==> src/rtl/hex_load_ctrl_if.sv <==
// Avalon-MM slave bus of the hex load controller.
// The Nios side uses the master modport and the controller uses the slave modport.
interface hex_load_ctrl_if;
    logic [1:0] avs_address;
    logic       avs_read;
    logic       avs_write;
    logic [7:0] avs_writedata;
    logic [7:0] avs_readdata;

    modport master (
        output avs_address,
        output avs_read,
        output avs_write,
        output avs_writedata,
        input  avs_readdata
    );

    modport slave (
        input  avs_address,
        input  avs_read,
        input  avs_write,
        input  avs_writedata,
        output avs_readdata
    );
endinterface

==> src/rtl/hex_load_ctrl.sv <==
// Two-digit hex display controller: debounced manual nibble loads, arbitrated
// against Avalon-MM register writes, with a level interrupt for software.
module hex_load_ctrl #(
    parameter int DEBOUNCE_CYCLES = 500000,
    parameter int CNT_W           = 19
) (
    input  logic             clk,
    input  logic             reset_n,
    input  logic [3:0]       sw_in,
    input  logic             load_key_n,
    hex_load_ctrl_if.slave   avs,
    output logic             irq,
    output logic [6:0]       hex0,
    output logic [6:0]       hex1
);

    typedef enum logic [1:0] {
        ST_IDLE,
        ST_PRESS_WAIT,
        ST_HELD,
        ST_RELEASE_WAIT
    } db_state_e;

    typedef enum logic [1:0] {
        ADDR_DIGITS = 2'd0,
        ADDR_STATUS = 2'd1,
        ADDR_CTRL   = 2'd2,
        ADDR_RSVD   = 2'd3
    } addr_e;

    localparam logic [CNT_W-1:0] CNT_MAX = CNT_W'(DEBOUNCE_CYCLES - 1);
    localparam logic [6:0]       SEG_ZERO = 7'b1000000;

    function automatic logic [6:0] seg7(input logic [3:0] d);
        logic [6:0] s;
        unique case (d)
            4'h0: s = 7'b1000000;
            4'h1: s = 7'b1111001;
            4'h2: s = 7'b0100100;
            4'h3: s = 7'b0110000;
            4'h4: s = 7'b0011001;
            4'h5: s = 7'b0010010;
            4'h6: s = 7'b0000010;
            4'h7: s = 7'b1111000;
            4'h8: s = 7'b0000000;
            4'h9: s = 7'b0010000;
            4'hA: s = 7'b0001000;
            4'hB: s = 7'b0000011;
            4'hC: s = 7'b1000110;
            4'hD: s = 7'b0100001;
            4'hE: s = 7'b0000110;
            4'hF: s = 7'b0001110;
        endcase
        return s;
    endfunction

    // Synchronizer chains
    logic [3:0] sw_meta_q, sw_sync_q;
    logic       key_meta_q, key_sync_q;

    // Debounce FSM
    db_state_e        state_q, state_d;
    logic [CNT_W-1:0] cnt_q, cnt_d;
    logic             load_pulse;

    // Register file and outputs
    logic [3:0] digit0_q, digit0_d;
    logic [3:0] digit1_q, digit1_d;
    logic       ptr_q, ptr_d;
    logic       new_data_q, new_data_d;
    logic       irq_en_q, irq_en_d;
    logic       lock_q, lock_d;
    logic       pending_q, pending_d;
    logic [3:0] pend_nib_q, pend_nib_d;
    logic [7:0] rdata_q, rdata_d;
    logic       irq_q;
    logic [6:0] hex0_q, hex1_q;

    // NOTE: all state is updated with non-blocking assignments so every flop
    // samples pre-edge values regardless of process ordering.
    always_ff @(posedge clk) begin
        if (!reset_n) begin
            sw_meta_q  <= '0;
            sw_sync_q  <= '0;
            // Key chain resets to "released" so a key held through reset
            // still needs a full fresh debounce.
            key_meta_q <= 1'b1;
            key_sync_q <= 1'b1;
        end else begin
            sw_meta_q  <= sw_in;
            sw_sync_q  <= sw_meta_q;
            key_meta_q <= load_key_n;
            key_sync_q <= key_meta_q;
        end
    end

    always_ff @(posedge clk) begin
        if (!reset_n) begin
            state_q <= ST_IDLE;
            cnt_q   <= '0;
        end else begin
            state_q <= state_d;
            cnt_q   <= cnt_d;
        end
    end

    // NOTE: every signal driven here gets a default first, so no path can
    // leave one unassigned and infer a latch.
    always_comb begin
        state_d    = state_q;
        cnt_d      = cnt_q;
        load_pulse = 1'b0;
        unique case (state_q)
            ST_IDLE: begin
                if (!key_sync_q) begin
                    state_d = ST_PRESS_WAIT;
                    cnt_d   = '0;
                end
            end
            ST_PRESS_WAIT: begin
                if (key_sync_q) begin
                    state_d = ST_IDLE;
                end else if (cnt_q == CNT_MAX) begin
                    state_d    = ST_HELD;
                    load_pulse = 1'b1;
                end else begin
                    cnt_d = cnt_q + CNT_W'(1);
                end
            end
            ST_HELD: begin
                if (key_sync_q) begin
                    state_d = ST_RELEASE_WAIT;
                    cnt_d   = '0;
                end
            end
            ST_RELEASE_WAIT: begin
                if (!key_sync_q) begin
                    state_d = ST_HELD;
                end else if (cnt_q == CNT_MAX) begin
                    state_d = ST_IDLE;
                end else begin
                    cnt_d = cnt_q + CNT_W'(1);
                end
            end
        endcase
    end

    logic       digits_wr, status_wr, ctrl_wr;
    logic       manual_req, set_nd, clr_nd;
    logic [3:0] manual_nib;

    always_comb begin
        digit0_d   = digit0_q;
        digit1_d   = digit1_q;
        ptr_d      = ptr_q;
        irq_en_d   = irq_en_q;
        lock_d     = lock_q;
        pending_d  = 1'b0;
        pend_nib_d = pend_nib_q;
        rdata_d    = rdata_q;
        set_nd     = 1'b0;

        digits_wr = avs.avs_write && (addr_e'(avs.avs_address) == ADDR_DIGITS);
        status_wr = avs.avs_write && (addr_e'(avs.avs_address) == ADDR_STATUS);
        ctrl_wr   = avs.avs_write && (addr_e'(avs.avs_address) == ADDR_CTRL);
        clr_nd    = status_wr && avs.avs_writedata[0];

        // A deferred load was already accepted, so lock no longer gates it.
        manual_req = pending_q || (load_pulse && !lock_q);
        manual_nib = pending_q ? pend_nib_q : sw_sync_q;

        if (digits_wr) begin
            digit0_d = avs.avs_writedata[3:0];
            digit1_d = avs.avs_writedata[7:4];
            ptr_d    = 1'b0;
            if (manual_req) begin
                pending_d  = 1'b1;
                pend_nib_d = manual_nib;
            end
        end else if (manual_req) begin
            if (ptr_q) digit1_d = manual_nib;
            else       digit0_d = manual_nib;
            ptr_d  = ~ptr_q;
            set_nd = 1'b1;
        end

        if (ctrl_wr) begin
            irq_en_d = avs.avs_writedata[0];
            lock_d   = avs.avs_writedata[1];
        end

        new_data_d = set_nd || (new_data_q && !clr_nd);

        // Reads use current register values, so a same-cycle write is not seen.
        if (avs.avs_read) begin
            unique case (addr_e'(avs.avs_address))
                ADDR_DIGITS: rdata_d = {digit1_q, digit0_q};
                ADDR_STATUS: rdata_d = {5'b0, lock_q, ptr_q, new_data_q};
                ADDR_CTRL:   rdata_d = {6'b0, lock_q, irq_en_q};
                ADDR_RSVD:   rdata_d = 8'h00;
            endcase
        end
    end

    always_ff @(posedge clk) begin
        if (!reset_n) begin
            digit0_q   <= '0;
            digit1_q   <= '0;
            ptr_q      <= 1'b0;
            new_data_q <= 1'b0;
            irq_en_q   <= 1'b0;
            lock_q     <= 1'b0;
            pending_q  <= 1'b0;
            pend_nib_q <= '0;
            rdata_q    <= '0;
            irq_q      <= 1'b0;
            hex0_q     <= SEG_ZERO;
            hex1_q     <= SEG_ZERO;
        end else begin
            digit0_q   <= digit0_d;
            digit1_q   <= digit1_d;
            ptr_q      <= ptr_d;
            new_data_q <= new_data_d;
            irq_en_q   <= irq_en_d;
            lock_q     <= lock_d;
            pending_q  <= pending_d;
            pend_nib_q <= pend_nib_d;
            rdata_q    <= rdata_d;
            irq_q      <= new_data_q && irq_en_q;
            hex0_q     <= seg7(digit0_q);
            hex1_q     <= seg7(digit1_q);
        end
    end

    assign avs.avs_readdata = rdata_q;
    assign irq              = irq_q;
    assign hex0             = hex0_q;
    assign hex1             = hex1_q;

endmodule

==> src/flat_wrapper.sv <==
// flat-port wrapper written by rule: the top's interface ports become plain ports
module hex_load_ctrl_flat 
#(
    parameter int DEBOUNCE_CYCLES = 500000,
    parameter int CNT_W           = 19
)
  (clk, reset_n, sw_in, load_key_n, irq, hex0, hex1, avs_avs_address, avs_avs_read, avs_avs_write, avs_avs_writedata, avs_avs_readdata);
  hex_load_ctrl_if avs_i ();
  input  logic clk;
  input  logic reset_n;
  input  logic [3:0] sw_in;
  input  logic load_key_n;
  output logic irq;
  output logic [6:0] hex0;
  output logic [6:0] hex1;
  input wire logic [$bits(avs_i.avs_address)-1:0] avs_avs_address;
  input wire logic [$bits(avs_i.avs_read)-1:0] avs_avs_read;
  input wire logic [$bits(avs_i.avs_write)-1:0] avs_avs_write;
  input wire logic [$bits(avs_i.avs_writedata)-1:0] avs_avs_writedata;
  output wire logic [$bits(avs_i.avs_readdata)-1:0] avs_avs_readdata;
  assign avs_i.avs_address = avs_avs_address;
  assign avs_i.avs_read = avs_avs_read;
  assign avs_i.avs_write = avs_avs_write;
  assign avs_i.avs_writedata = avs_avs_writedata;
  assign avs_avs_readdata = avs_i.avs_readdata;
  hex_load_ctrl #(.DEBOUNCE_CYCLES(DEBOUNCE_CYCLES), .CNT_W(CNT_W)) u_core (.clk(clk), .reset_n(reset_n), .sw_in(sw_in), .load_key_n(load_key_n), .avs(avs_i), .irq(irq), .hex0(hex0), .hex1(hex1));
endmodule
==> config.mk <==
export PLATFORM = sky130hd
export DESIGN_NAME = hex_load_ctrl_flat
export DESIGN_NICKNAME = d
export VERILOG_FILES = /design/src/rtl/hex_load_ctrl_if.sv /design/src/rtl/hex_load_ctrl.sv /design/src/flat_wrapper.sv
export SDC_FILE = /design/constraint.sdc
export NUM_CORES = 1
export LEC_CHECK = 0
export BUFFER_PORTS_ARGS = -buffer_cell sky130_fd_sc_hd__buf_2
export CAP_MARGIN = 5
export CORE_UTILIZATION = 60
export DETAILED_ROUTE_END_ITERATION = 16
export GPL_TIMING_DRIVEN = 1
export PLACE_DENSITY_LB_ADDON = 0.2
export SLEW_MARGIN = 20
export SYNTH_ARGS = -nofsm -noshare
export SYNTH_HDL_FRONTEND = slang
export SYNTH_SLANG_ARGS = --single-unit
==> constraint.sdc <==
create_clock -name clk -period 3.2 [get_ports clk]
set_clock_uncertainty 0.15 [all_clocks]
set_input_delay 0.16 -clock clk [delete_from_list [all_inputs] [get_ports clk]]
set_output_delay 0.16 -clock clk [all_outputs]
set_load 0.02 [all_outputs]
Word-level counts from Yosys, hierarchy flattened. Memories as Yosys holds them, arrays and structs flattened. A register that Yosys moved wholly into a read port is not among the register bits. Cells that the tools add are included. Widths: inputs -> output; s select.

Logic and storage cells: 85. Input bits: 19. Memories: 2. Output and inout bits: 23. ROM bits: 224. Register bits after elaboration: 57.

$add $sub $neg: 1. Eq/ne operators: 14. Multiplexer cells: 26. Bitwise gates (word level): 2. Reductions and logical operators: 24.

Memory list: (name not given) (depth 16, width 7, rd ports 1, clocked after memory_dff 1, write ports 0, RTL line hex_load_ctrl.sv:36) `unique case (d)`; (name not given) (depth 16, width 7, rd ports 1, clocked after memory_dff 1, write ports 0, RTL line hex_load_ctrl.sv:36).

Operator list (count): $mux 19 (5); $pmux 19 s4 (1); $pmux 8 s4 (1); $mux 4 (7); $add 19x1->19 const B (1); $eq 19x19->1 const B (1); $mux 2 (6); $eq 2x2->1 const B (4); $pmux 2 s4 (1); $reduce_and 2->1 (4); $reduce_and 4->1 (2); $logic_and 1x1->1 (7); $ne 2x2->1 const B (3); $mux 1 (5); $eq 2x1->1 const B (2); $logic_not 1->1 (4); $logic_not 2->1 (2); $ne 2x1->1 const B (2); $reduce_bool 2->1 (2); $ne 3x1->1 const B (1); $ne 3x3->1 const B (1); $logic_or 1x1->1 (2); $not 1->1 (2); $reduce_or 2->1 (1).

Logic depth before layout (Yosys ltp).
Word-level depth: 9. Mapped depth: 7. Depth with buffers taken out: 6.

Worst setup path after synthesis. OpenSTA, ideal clock, no wires.

Path kind: register to register. Start point: register u_core.cnt_q[11]. End point: register u_core.pend_nib_q[0]. Setup slack: 1109 ps. Buffers on the path: 1. Clock period less this slack: 2091 ps. Setup time: 72 ps. Cell stages (with the launch flop): 6. Required time: 2978 ps. Arrival time: 1869 ps. Path through: dfxtp_1 -> or4b_4 -> or3_1 -> buf_6 -> nor4_4 -> mux2i_1.

Longest elaborated chain between the ends: 7.

Ends and longest elaborated chain: from (decl) (RTL line hex_load_ctrl.sv:63) `logic [CNT_W-1:0] cnt_q, cnt_d;`; from (signal assigned) (RTL line hex_load_ctrl.sv:103) `cnt_q <= cnt_d;`; $eq 19x19->1 (RTL line hex_load_ctrl.sv:123) `end else if (cnt_q == CNT_MAX) begin`; $mux 1 (RTL line hex_load_ctrl.sv:123); $mux 1 (RTL line hex_load_ctrl.sv:121) `if (key_sync_q) begin`; $mux 1 (RTL line hex_load_ctrl.sv:113) `unique case (state_q)`; $logic_and 1x1->1 (RTL line hex_load_ctrl.sv:169) `manual_req = pending_q || (load_pulse && !lock_q);`; $logic_or 1x1->1 (RTL line hex_load_ctrl.sv:169); $reduce_and 2->1 (no source line); to (signal assigned) (RTL line hex_load_ctrl.sv:227) `pend_nib_q <= pend_nib_d;`; to (decl) (RTL line hex_load_ctrl.sv:74) `logic [3:0] pend_nib_q, pend_nib_d;`.

Every way passes these cells. A chain may end at the register's enable or synchronous reset.

==> results.yml <==
run_status:
  outcome: "complete, no violations"
drt:
  drc: 0
  drtAntennaViolNets: 0
  routed_via_density: 5.682
  drtIter0Drc: 254
  num_vias: 2892
  wl_per_cell_um: 13.96
  wl_mm: 7.104
  first_pass_iters: 5
place:
  place_hpwl_mm: 4.814
  place_ws_ps: 794.4
  io_buffers: 41
  gp_congestion: 0.8352
  dpl.cell_count: 483
flow_run:
  drv_cap: 0
floorplanning:
  core_um2: 5507
  dieWidth_um: 77.56
  dieArea_um2: 6016
  ios: 42
  die_y_um: 77.56
  floorplan.initialDensity_pct: 62.21
  row_count: 27
sta:
  setup_viol_count_final: 0
  fmax_mhz: 412.1
  post-route-worst-setup-slack_ps: 773.6
  rsz0062_at_grt: "false"
  period_needed_ps: 2426
  hold_viol: 0
  fin_tns_setup_ps: 0
  slew_violations: 0
  worst_pin_slew_ps: 973.6
  relSlewSlack_pct: 34.63
  min_period_over_period_pct: 75.82
clock_tree:
  ctsResizeCount: 0
  cts.sinks: 71
  clk_pin_slew_worst_paths_ps: 70
  ctsHtreeMaxLevel: 3
  cts_setup_buffers: 0
  cts_root_buffer: "clkbuf_8"
  cts_inserted_buffers: 9
  worstSkewPairLatency_ps: 340
  cts_max_path_buffers: 2
  cts_tree: "yes"
  cts_hold_buf: 10
yosys:
  syn_inst: 389
  yosys_warnings: 0
  synth-seq-area-share_pct: 41.49
  synthArstFlopShare_pct: 0
  synth_edf_count: 0
  synth_area_leader_cell: "dfxtp_1"
  synth_ff_type: "dfxtp_1"
  synth_top_cell_area_share_pct: 41.49
  ys_types: 52
  avgSynthCellArea_um2: 8.807
  synth_area_um2: 3426
  synth-seq-cells: 71
  syn-num-nets: 421
  synth.area.top_cells: "dfxtp_1 (41%), mux2i_1 (9.3%), a21oi_1 (5.1%), ha_1 (4.7%), nand2_1 (4.3%)"
layout:
  fillerInstances: 447
  nets: 464
  drive_above_1_share_pct: 16.02
  instances_no_fill: 509
  syn2layout_area_growth_pct: 14.50
  n_antenna_cell: 0
  fin_util_pct: 71.23
power_and_ir_drop:
  powerDensity_nw_per_um2: 419.2
  ir_drop_uv: 329.9
  p_leak_nw: 1.461
critical_path:
  reg2reg_depth: 4
  crit_path_end_kind: "flip-flop"
  cp.required_ps: 3330
  path_max_fanout: 13
  criticalPathCategory: "flip-flop to flip-flop"
  reg2reg_slack_ps: 770
  start_kind: "flip-flop"
  r2r_end: "u_core.cnt_q[16]"
  cp.arrival_ps: 2550
global_routing:
  grt_use_total_pct: 25.35
  grt_pass1_vias: 2642
  grt_max_degree: 29
  grt_pass1_wl_mm: 11.93
  gr-total-overflow: 0
  antenna_found_initial: 0
min_path:
  hp-start: "avs_avs_writedata[2]"
  hold_path_end: "u_core.digit0_q[2]"
  hold_depth: 3
  worstHoldPathType: "primary input to flip-flop"
==> Yosys cell counts (3+ instances only) <==
library cell  count
dfxtp_1          71
nand2_1          39
a21oi_1          35
mux2i_1          32
nand3_1          21
nor2_1           21
o21ai_0          17
clkbuf_1         16
nand2b_1         15
ha_1             13
a211oi_1         10
and2_1           10
inv_1             8
nand4_1           8
o31ai_1           5
or3_1             5
or4_1             5
and3_1            4
buf_1             4
nor2b_1           4
or2_2             4
nor3_1            3
o21a_1            3
xor2_1            3
==> flip-flops by register name, summed over array words and instances, names as in the netlist, 4 cells and up, named ones only <==
| name | flops |
|---|---|
| u_core.hex0 | 7 |
| u_core.pend_nib_q | 4 |
| u_core.avs.avs_readdata | 8 |
| u_core.digit0_q | 4 |
| u_core.sw_meta_q | 4 |
| u_core.digit1_q | 4 |
| u_core.sw_sync_q | 4 |
| u_core.cnt_q | 19 |
| u_core.hex1 | 7 |
==> stage by stage <==
stage / cell area (um^2) / hold WS [ps] / power, mW
after floorplan: 3426 / 111.5 / 1.000
after global placement: 3655 / 192.2 / 1.031
after detailed placement: 3655 / 204.7 / 1.035
after CTS: 3923 / 4.099 / 1.654
after global routing: 3923 / 22.65 / 1.710
final: 3923 / 9.875 / 1.644
==> cell families after synthesis <==
logic type	count (synthesis)	synth area share, %
fa+ha+maj	13	4.748
mux	33	9.679
flops	71	41.49
xor+xnor	5	1.279
buf+inv	32	3.798
compound gates	83	14.90
simple gates	152	24.11
==> placed cells by master (no fill, tap or decap), drive strengths merged, types with 13 or more instances in the layout <==
cell     n
nand3   21
ha      13
nand2b  15
buf     45
nand2   39
o21ai   18
dfxtp   71
mux2i   32
a21oi   35
nor2    21
clkbuf  13
==> routing by layer <==
layer / part of all wire, % / vias up / track usage, %
met5: 0 / - / 0
met3: 4.2 / 9 / 5.882
li1: - / 1473 / -
met1: 46 / 1344 / 31.41
met4: 1.4 / 0 / 8.491
met2: 48 / 66 / 43.10
==> critical path: stages, from the launching register on <==
cell	delay [ps]
dfxtp_1	340
xnor2_1	790
nand3_1	340
or4_1	600
a21oi_1	150
==> worst max path at each step <==
stage,startpoint,to,slack (ps),depth (start not counted)
finish,flip-flop,u_core.cnt_q[16],770,4
global route,flip-flop,u_core.cnt_q[16],640,4
CTS,flip-flop,u_core.cnt_q[16],780,4
detailed placement,flip-flop,u_core.cnt_q[16],790,4
global placement,flip-flop,u_core.cnt_q[16],880,4
floorplan,u_core.cnt_q[11],u_core.pend_nib_q[0],1110,5
==> power breakdown <==
group / total (mW) / internal, mW / switching [mW]
registers: 0.911 / 0.898 / 0.0125
logic: 0.113 / 0.0477 / 0.0655
clock network: 0.620 / 0.302 / 0.318
total: 1.64 / 1.25 / 0.396
==> layout make-up <==
type	count	area (um^2)	share of cell area [%]
inverter	9	33.78	0.8612
clock inverter	3	18.77	0.4785
clock buffer	13	148.9	3.796
sequential	71	1421	36.24
timing repair buffer	55	335.3	8.549
tap	72	90.09	2.297
multi-input combinational	286	1874	47.78
(Power assumes the default switching activity.)
